## src/rtl/rx_pkg.sv

```systemverilog
// Shared types and constants for the receive-path frame dispatcher.
package rx_pkg;

    typedef enum logic [2:0] {
        ST_IDLE,
        ST_CLASSIFY,
        ST_FORWARD,
        ST_DISCARD,
        ST_REARM
    } rx_state_e;

    localparam logic [15:0] ETH_TYPE_IPV4 = 16'h0800;
    localparam logic [15:0] ETH_TYPE_ARP  = 16'h0806;
    localparam logic [15:0] LEN_UNKNOWN   = 16'h1FFF;
    localparam logic [15:0] IPV4_MIN_LEN  = 16'd20;

    localparam logic [1:0] SEL_NONE = 2'b00;
    localparam logic [1:0] SEL_IPV4 = 2'b01;
    localparam logic [1:0] SEL_ARP  = 2'b10;

    // Whole 32-bit words the wrapper pushes for a frame: it writes len+4
    // bytes, and a trailing partial word never leaves the FIFO.
    function automatic logic [15:0] len_to_words(input logic [15:0] len);
        logic [15:0] bytes;
        bytes = len + 16'd4;
        return bytes >> 2;
    endfunction

endpackage

```

## src/rtl/rx_out_reg.sv

```systemverilog
// Sink output register: holds a word until the consumer takes it.
module rx_out_reg (
    input  logic        clk,
    input  logic        rst_n,
    input  logic        load,
    input  logic [31:0] load_data,
    input  logic        load_last,
    input  logic        mark_last,
    input  logic        sink_ready,
    output logic [31:0] sink_data,
    output logic        sink_valid,
    output logic        sink_last
);

    logic [31:0] data_q, data_d;
    logic        valid_q, valid_d;
    logic        last_q, last_d;

    // Next word/valid/last: handshake frees the slot, load refills it,
    // an abort retro-tags a still-held word as the frame's last.
    always_comb begin
        data_d  = data_q;
        valid_d = valid_q;
        last_d  = last_q;
        if (valid_q && sink_ready) begin
            valid_d = 1'b0;
            last_d  = 1'b0;
        end
        if (mark_last && valid_q && !sink_ready) begin
            last_d = 1'b1;
        end
        if (load) begin
            data_d  = load_data;
            valid_d = 1'b1;
            last_d  = load_last;
        end
    end

    // Output register with synchronous reset.
    always_ff @(posedge clk) begin
        if (!rst_n) begin
            data_q  <= '0;
            valid_q <= 1'b0;
            last_q  <= 1'b0;
        end else begin
            data_q  <= data_d;
            valid_q <= valid_d;
            last_q  <= last_d;
        end
    end

    assign sink_data  = data_q;
    assign sink_valid = valid_q;
    assign sink_last  = last_q;

endmodule

```

## src/rtl/rx_frame_dispatcher.sv

```systemverilog
// Receive-path frame controller: classify, drain to sink or discard, re-arm.
module rx_frame_dispatcher
    import rx_pkg::*;
#(
    parameter int CLEAR_CYCLES = 4,
    parameter int TIMEOUT      = 4096,
    parameter int MAX_LEN      = 1518
) (
    input  logic        clk_100_mhz,
    input  logic        rst_n,
    input  logic        frame_ready,
    input  logic [15:0] frame_len,
    input  logic [15:0] frame_type,
    input  logic [31:0] fifo_data,
    input  logic        fifo_empty,
    output logic        fifo_rd_en,
    output logic        rx_rst_n,
    output logic [31:0] sink_data,
    output logic        sink_valid,
    output logic        sink_last,
    output logic [1:0]  sink_sel,
    input  logic        sink_ready,
    output logic [15:0] frame_count,
    output logic [15:0] drop_count
);

    localparam int          TO_W      = $clog2(TIMEOUT + 1);
    localparam int          CL_W      = $clog2(CLEAR_CYCLES + 1);
    localparam logic [15:0] MAX_LEN_W = 16'(MAX_LEN);

    rx_state_e         state_q, state_d;
    logic [15:0]       words_left_q, words_left_d;
    logic              pend_q, pend_d;       // a FORWARD read's data arrives this cycle
    logic [TO_W-1:0]   to_q, to_d;
    logic [CL_W-1:0]   clr_q, clr_d;
    logic [1:0]        sel_q, sel_d;
    logic [15:0]       fc_q, fc_d, dc_q, dc_d;
    logic              ign_q, ign_d;         // first IDLE cycle after REARM
    logic              rx_rst_n_q, rx_rst_n_d;
    logic [15:0]       wl_new;
    logic              load, load_last, mark_last, hs;

    // FSM next state, FIFO strobe and counter updates.
    always_comb begin
        state_d      = state_q;
        words_left_d = words_left_q;
        pend_d       = 1'b0;
        to_d         = to_q;
        clr_d        = clr_q;
        sel_d        = sel_q;
        fc_d         = fc_q;
        dc_d         = dc_q;
        ign_d        = (state_q == ST_REARM);
        fifo_rd_en   = 1'b0;
        load         = pend_q;
        load_last    = (words_left_q == 16'd0);
        mark_last    = 1'b0;
        hs           = sink_valid && sink_ready;
        wl_new       = len_to_words(frame_len);

        unique case (state_q)
            ST_IDLE: begin
                // A word held from an aborted frame drains before sink_sel may change.
                if (frame_ready && !ign_q && !sink_valid) state_d = ST_CLASSIFY;
            end
            ST_CLASSIFY: begin
                words_left_d = wl_new;
                to_d         = '0;
                // A zero word count (len wrapped near 16'hFFFF) could never finish.
                if (frame_len == LEN_UNKNOWN || wl_new == 16'd0) begin
                    state_d = ST_DISCARD;
                    dc_d    = dc_q + 16'd1;
                end else if (frame_type == ETH_TYPE_IPV4 &&
                             frame_len >= IPV4_MIN_LEN && frame_len <= MAX_LEN_W) begin
                    sel_d   = SEL_IPV4;
                    state_d = ST_FORWARD;
                end else if (frame_type == ETH_TYPE_ARP) begin
                    sel_d   = SEL_ARP;
                    state_d = ST_FORWARD;
                end else begin
                    state_d = ST_DISCARD;
                    dc_d    = dc_q + 16'd1;
                end
            end
            ST_FORWARD: begin
                fifo_rd_en = !fifo_empty && (words_left_q != 16'd0) && !pend_q &&
                             (!sink_valid || sink_ready);
                if (fifo_rd_en) begin
                    words_left_d = words_left_q - 16'd1;
                    pend_d       = 1'b1;
                end
                if (hs && sink_last) begin
                    fc_d    = fc_q + 16'd1;
                    state_d = ST_DISCARD;
                end else if (fifo_empty && words_left_q != 16'd0) begin
                    if (to_q == TO_W'(TIMEOUT - 1)) begin
                        mark_last = 1'b1;
                        dc_d      = dc_q + 16'd1;
                        clr_d     = '0;
                        state_d   = ST_REARM;
                    end else begin
                        to_d = to_q + 1'b1;
                    end
                end else begin
                    to_d = '0;
                end
            end
            ST_DISCARD: begin
                if (fifo_empty) begin
                    clr_d   = '0;
                    state_d = ST_REARM;
                end else begin
                    fifo_rd_en = 1'b1;
                end
            end
            ST_REARM: begin
                if (clr_q == CL_W'(CLEAR_CYCLES - 1)) state_d = ST_IDLE;
                else                                   clr_d   = clr_q + 1'b1;
            end
            default: state_d = ST_IDLE;
        endcase

        rx_rst_n_d = (state_d != ST_REARM);
    end

    // State and control registers, synchronous active-low reset.
    always_ff @(posedge clk_100_mhz) begin
        if (!rst_n) begin
            state_q      <= ST_IDLE;
            words_left_q <= '0;
            pend_q       <= 1'b0;
            to_q         <= '0;
            clr_q        <= '0;
            sel_q        <= SEL_NONE;
            fc_q         <= '0;
            dc_q         <= '0;
            ign_q        <= 1'b0;
            rx_rst_n_q   <= 1'b1;
        end else begin
            state_q      <= state_d;
            words_left_q <= words_left_d;
            pend_q       <= pend_d;
            to_q         <= to_d;
            clr_q        <= clr_d;
            sel_q        <= sel_d;
            fc_q         <= fc_d;
            dc_q         <= dc_d;
            ign_q        <= ign_d;
            rx_rst_n_q   <= rx_rst_n_d;
        end
    end

    rx_out_reg u_out (
        .clk        (clk_100_mhz),
        .rst_n      (rst_n),
        .load       (load),
        .load_data  (fifo_data),
        .load_last  (load_last),
        .mark_last  (mark_last),
        .sink_ready (sink_ready),
        .sink_data  (sink_data),
        .sink_valid (sink_valid),
        .sink_last  (sink_last)
    );

    assign rx_rst_n    = rx_rst_n_q;
    assign sink_sel    = sel_q;
    assign frame_count = fc_q;
    assign drop_count  = dc_q;

endmodule
```

## config.mk

```make
export PLATFORM = sky130hd
export DESIGN_NAME = rx_frame_dispatcher
export DESIGN_NICKNAME = d
export VERILOG_FILES = /design/src/rtl/rx_pkg.sv /design/src/rtl/rx_out_reg.sv /design/src/rtl/rx_frame_dispatcher.sv
export SDC_FILE = /design/constraint.sdc
export NUM_CORES = 1
export LEC_CHECK = 0
export ABC_CLOCK_PERIOD_IN_PS = 4300
export CELL_PAD_IN_SITES_DETAIL_PLACEMENT = 0
export CELL_PAD_IN_SITES_GLOBAL_PLACEMENT = 1
export CORE_MARGIN = 4
export CORE_UTILIZATION = 25
export DETAILED_ROUTE_END_ITERATION = 12
export GPL_TIMING_DRIVEN = 0
export PLACE_DENSITY = 0.61
export SLEW_MARGIN = 20
export SYNTH_ARGS = -nofsm -noshare
export SYNTH_HDL_FRONTEND = slang
export SYNTH_HIERARCHICAL = 1
export SYNTH_SLANG_ARGS = --single-unit
```

## constraint.sdc

```tcl
create_clock -name clk_100_mhz -period 4.3 [get_ports clk_100_mhz]
set_input_delay 0.645 -clock clk_100_mhz [delete_from_list [all_inputs] [get_ports clk_100_mhz]]
set_output_delay 0.645 -clock clk_100_mhz [all_outputs]
set_load 0.02 [all_outputs]
```

==> impl_metrics.json <==
{
  "fillCellCount": 2204,
  "worstHoldEndpoint": "to_q[12]$_SDFFE_PN0P_",
  "fmax_ghz": 0.266,
  "worst-r2r-setup-slack_ps": 1210,
  "drc_errors": 0,
  "numPlacedInstances": 1026,
  "synth.area.top_cells": "dfxtp_1 (40%), mux2i_1 (6.2%), nor2_1 (6.1%)",
  "ys_warn_count": 6,
  "reg2reg_depth": 10,
  "final-max-slew-violation-count": 0,
  "worstSetupPathType": "flip-flop to primary output",
  "setup_viol": 0,
  "grt_max_degree": 18,
  "finalHoldViolations": 0,
  "r2r_start": "state_q[1]$_SDFF_PN0_",
  "required_ps": 3650,
  "clk_pin_slew_ps": 70,
  "maxCapViolations": 0,
  "r2r-end": "drop_count[4]$_SDFFE_PN0P_",
  "fin_setup_tns_ps": 0,
  "wl_per_cell_um": 14.8,
  "initial_core_util": 0.254,
  "grt_usage": 0.130,
  "layoutNonFillerInstCount": 1042,
  "nets": 840,
  "drt_pass1_iterations": 4,
  "cts_sinks": 106,
  "status": "finished clean",
  "cts_max_level": 3,
  "yosysTopAreaCellShare": 0.399,
  "synth-seq-area-share": 0.399,
  "viasPerCell": 4.85,
  "num_vias": 5051,
  "die-area_sq_um": 23700,
  "antenna_found_initial": 0,
  "vdd_drop_max_mv": 0.175,
  "fin_crit_sh": 0.876,
  "hold_start": "to_q[12]$_SDFFE_PN0P_",
  "dp_hpwl_mm": 11.8,
  "syn_avg_cell_area_sq_um": 8.64,
  "drt-initial-drc-count": 216,
  "min_path_cells": 2,
  "rows": 53,
  "worst_hold_path_type": "flip-flop to flip-flop",
  "gp_congestion": 0.814,
  "tightestPinTransition_ps": 1110,
  "crit_path_start_kind": "flip-flop",
  "ios": 139,
  "synth.cell_area_sq_um": 5310,
  "synth_fp_nets": 693,
  "die_h_um": 154,
  "portBuffers": 136,
  "ys_seq_elements": 106,
  "grt_first_pass_wirelength_mm": 25.5,
  "ant_nets": 0,
  "clk_latency_ps": 350,
  "area_growth_pct": 37.4,
  "overflow": 0,
  "synthFlopType": "dfxtp_1",
  "crit_arrival_ps": 3120,
  "cts_tree": "built",
  "numCtsBuffers": 9,
  "finalClockSkew_ps": 7.44,
  "postCtsResizedCells": 0,
  "endpoint_kind": "primary output",
  "routed_wl_mm": 15.5,
  "rsz0062_at_grt": "false",
  "post_cts_buffers": 0,
  "synth_edf_count": 0,
  "cts-root-buf": "clkbuf_16",
  "clk_path_buf_depth": 2,
  "synthArstFlopShare": 0,
  "crit_fanout": 9,
  "core_area_sq_um": 21000,
  "power_density_nw_per_um2": 323,
  "postCtsHoldBufs": 0,
  "fin_crit_ps": 3770,
  "synth_top_area_cell": "dfxtp_1",
  "multiInputGateArea_sq_um": 2950,
  "diodes": 0,
  "leakage_nw": 2.52,
  "seq_area_sq_um": 2120,
  "drive_gt1_frac": 0.0704,
  "syn_inst": 615,
  "synth_cell_types": 71,
  "grt_pass1_vias": 4998,
  "fp.dieW_um": 154,
  "maxSlewHeadroom": 0.252
}
-- per-layer routing --
metal / wire length [um] / vias to the layer above / global-route usage
met5: 0 / - / 0
li1: - / 2509 / -
met2: 6640 / 155 / 0.203
met1: 7560 / 2372 / 0.175
met4: 234 / 0 / 0.0353
met3: 1040 / 15 / 0.0419
-- state kept, by name (all words and copies together), names as in the netlist --
register and count:
to_q 13, frame_count 16, words_left_q 16, u_out/sink_data 32, state_q 3, ign_q 1, sink_sel 2, load 1
u_out/sink_valid 1, u_out/sink_last 1, clr_q 3, rx_rst_n 1, drop_count 16
-- area by class of cell --
cell class                 count  share of cell area
clock inverter                 5             0.00514
buffer                        28              0.0261
timing repair buffer         136               0.186
inverter                      14             0.00720
sequential                   106               0.291
clock buffer                  11              0.0333
tap                          275              0.0471
multi-input combinational    467               0.404
-- cells in the final DEF, fill, tap and decap left out, types with 3 or more instances in the layout --
cell / netlist / layout
a211oi_1: 6 / 6
nor2b_1: 3 / 3
a21oi_1: 36 / 36
and3_1: 15 / 15
dfxtp_1: 106 / 106
o21ai_0: 32 / 32
and3_2: 3 / 3
and4_1: 6 / 6
nor4_1: 15 / 15
inv_1: 13 / 13
nand4_1: 12 / 12
buf_12: 3 / 3
nand3b_1: 4 / 4
nor3b_1: 5 / 5
xor2_1: 29 / 29
and2_1: 6 / 6
clkdlybuf4s50_1: 0 / 136
a31oi_1: 3 / 3
nand3_1: 26 / 26
o31ai_1: 3 / 3
xnor2_1: 10 / 10
o22ai_1: 5 / 5
mux2i_1: 33 / 33
nand2_1: 48 / 48
clkbuf_16: 0 / 9
clkbuf_1: 15 / 16
buf_2: 5 / 5
or4_1: 3 / 3
ha_1: 9 / 9
nor2_1: 87 / 87
or3_1: 14 / 14
nor3_1: 10 / 10
-- through the flow --
step                power (mW)  area [sq um]  worst slack [ps]  hold WS (ps)  utilization
finish                    2.36          7300               534           454        0.348
floorplan                 1.37          5310              1520           421            -
detailed placement        1.57          7020               649           440        0.335
global route              2.48          7300               393           489        0.348
CTS                       2.39          7300               539           451        0.348
global placement          1.57          7020               668           430        0.335
-- how the worst max path moves through the flow --
| stage | startpoint | endpoint | slack, ps |
|---|---|---|---|
| 2_1_floorplan | frame_len[2] | drop_count[6]$_SDFFE_PN0P_ | 1520 |
| 3_3_place_gp | frame_len[2] | drop_count[1]$_SDFFE_PN0P_ | 670 |
| 3_5_place_dp | frame_len[2] | drop_count[1]$_SDFFE_PN0P_ | 650 |
| 4_1_cts | state_q[1]$_SDFF_PN0_ | fifo_rd_en | 540 |
| 5_1_grt | state_q[2]$_SDFF_PN0_ | fifo_rd_en | 390 |
| 6_report | state_q[1]$_SDFF_PN0_ | fifo_rd_en | 530 |
-- kinds of logic (layout without fill, tap and decap cells) --
| group | Yosys count | after routing | synth area share |
|---|---|---|---|
| AO/OA/AOI/OAI | 112 | 112 | 0.136 |
| XOR/XNOR | 39 | 39 | 0.0643 |
| adder cells (fa/ha/maj) | 9 | 9 | 0.0212 |
| buffers and inverters | 42 | 194 | 0.0457 |
| flip-flops | 106 | 106 | 0.399 |
| multiplexers | 33 | 33 | 0.0622 |
| AND/OR/NAND/NOR | 274 | 274 | 0.271 |
-- critical path, stage by stage, from the launching register on --
cell and delay, ps:
dfxtp_1 320, buf_2 180, or3b_1 350, buf_2 200, or4_4 530, a31oi_2 390, a41o_1 150, clkdlybuf4s50_1 670
-- synthesized netlist by cell type, types with 6 or more instances --
library cell / n
and2_1: 6
nor2_1: 87
nor3_1: 10
mux2i_1: 33
or3_1: 14
and4_1: 6
o21ai_0: 32
nand2_1: 48
nand4_1: 12
clkbuf_1: 15
nor4_1: 15
a211oi_1: 6
and3_1: 15
dfxtp_1: 106
a21oi_1: 36
xnor2_1: 10
inv_1: 13
nand3_1: 26
xor2_1: 29
ha_1: 9
-- where the power goes --
part	switching (mW)	leakage [nW]	total [mW]	internal [mW]
clock network	0.392	0.133	0.805	0.413
logic	0.291	1.53	0.498	0.207
registers	0.0338	0.857	1.05	1.02
total	0.717	2.52	2.36	1.64
Note: power is estimated with default switching activity, not from simulation.
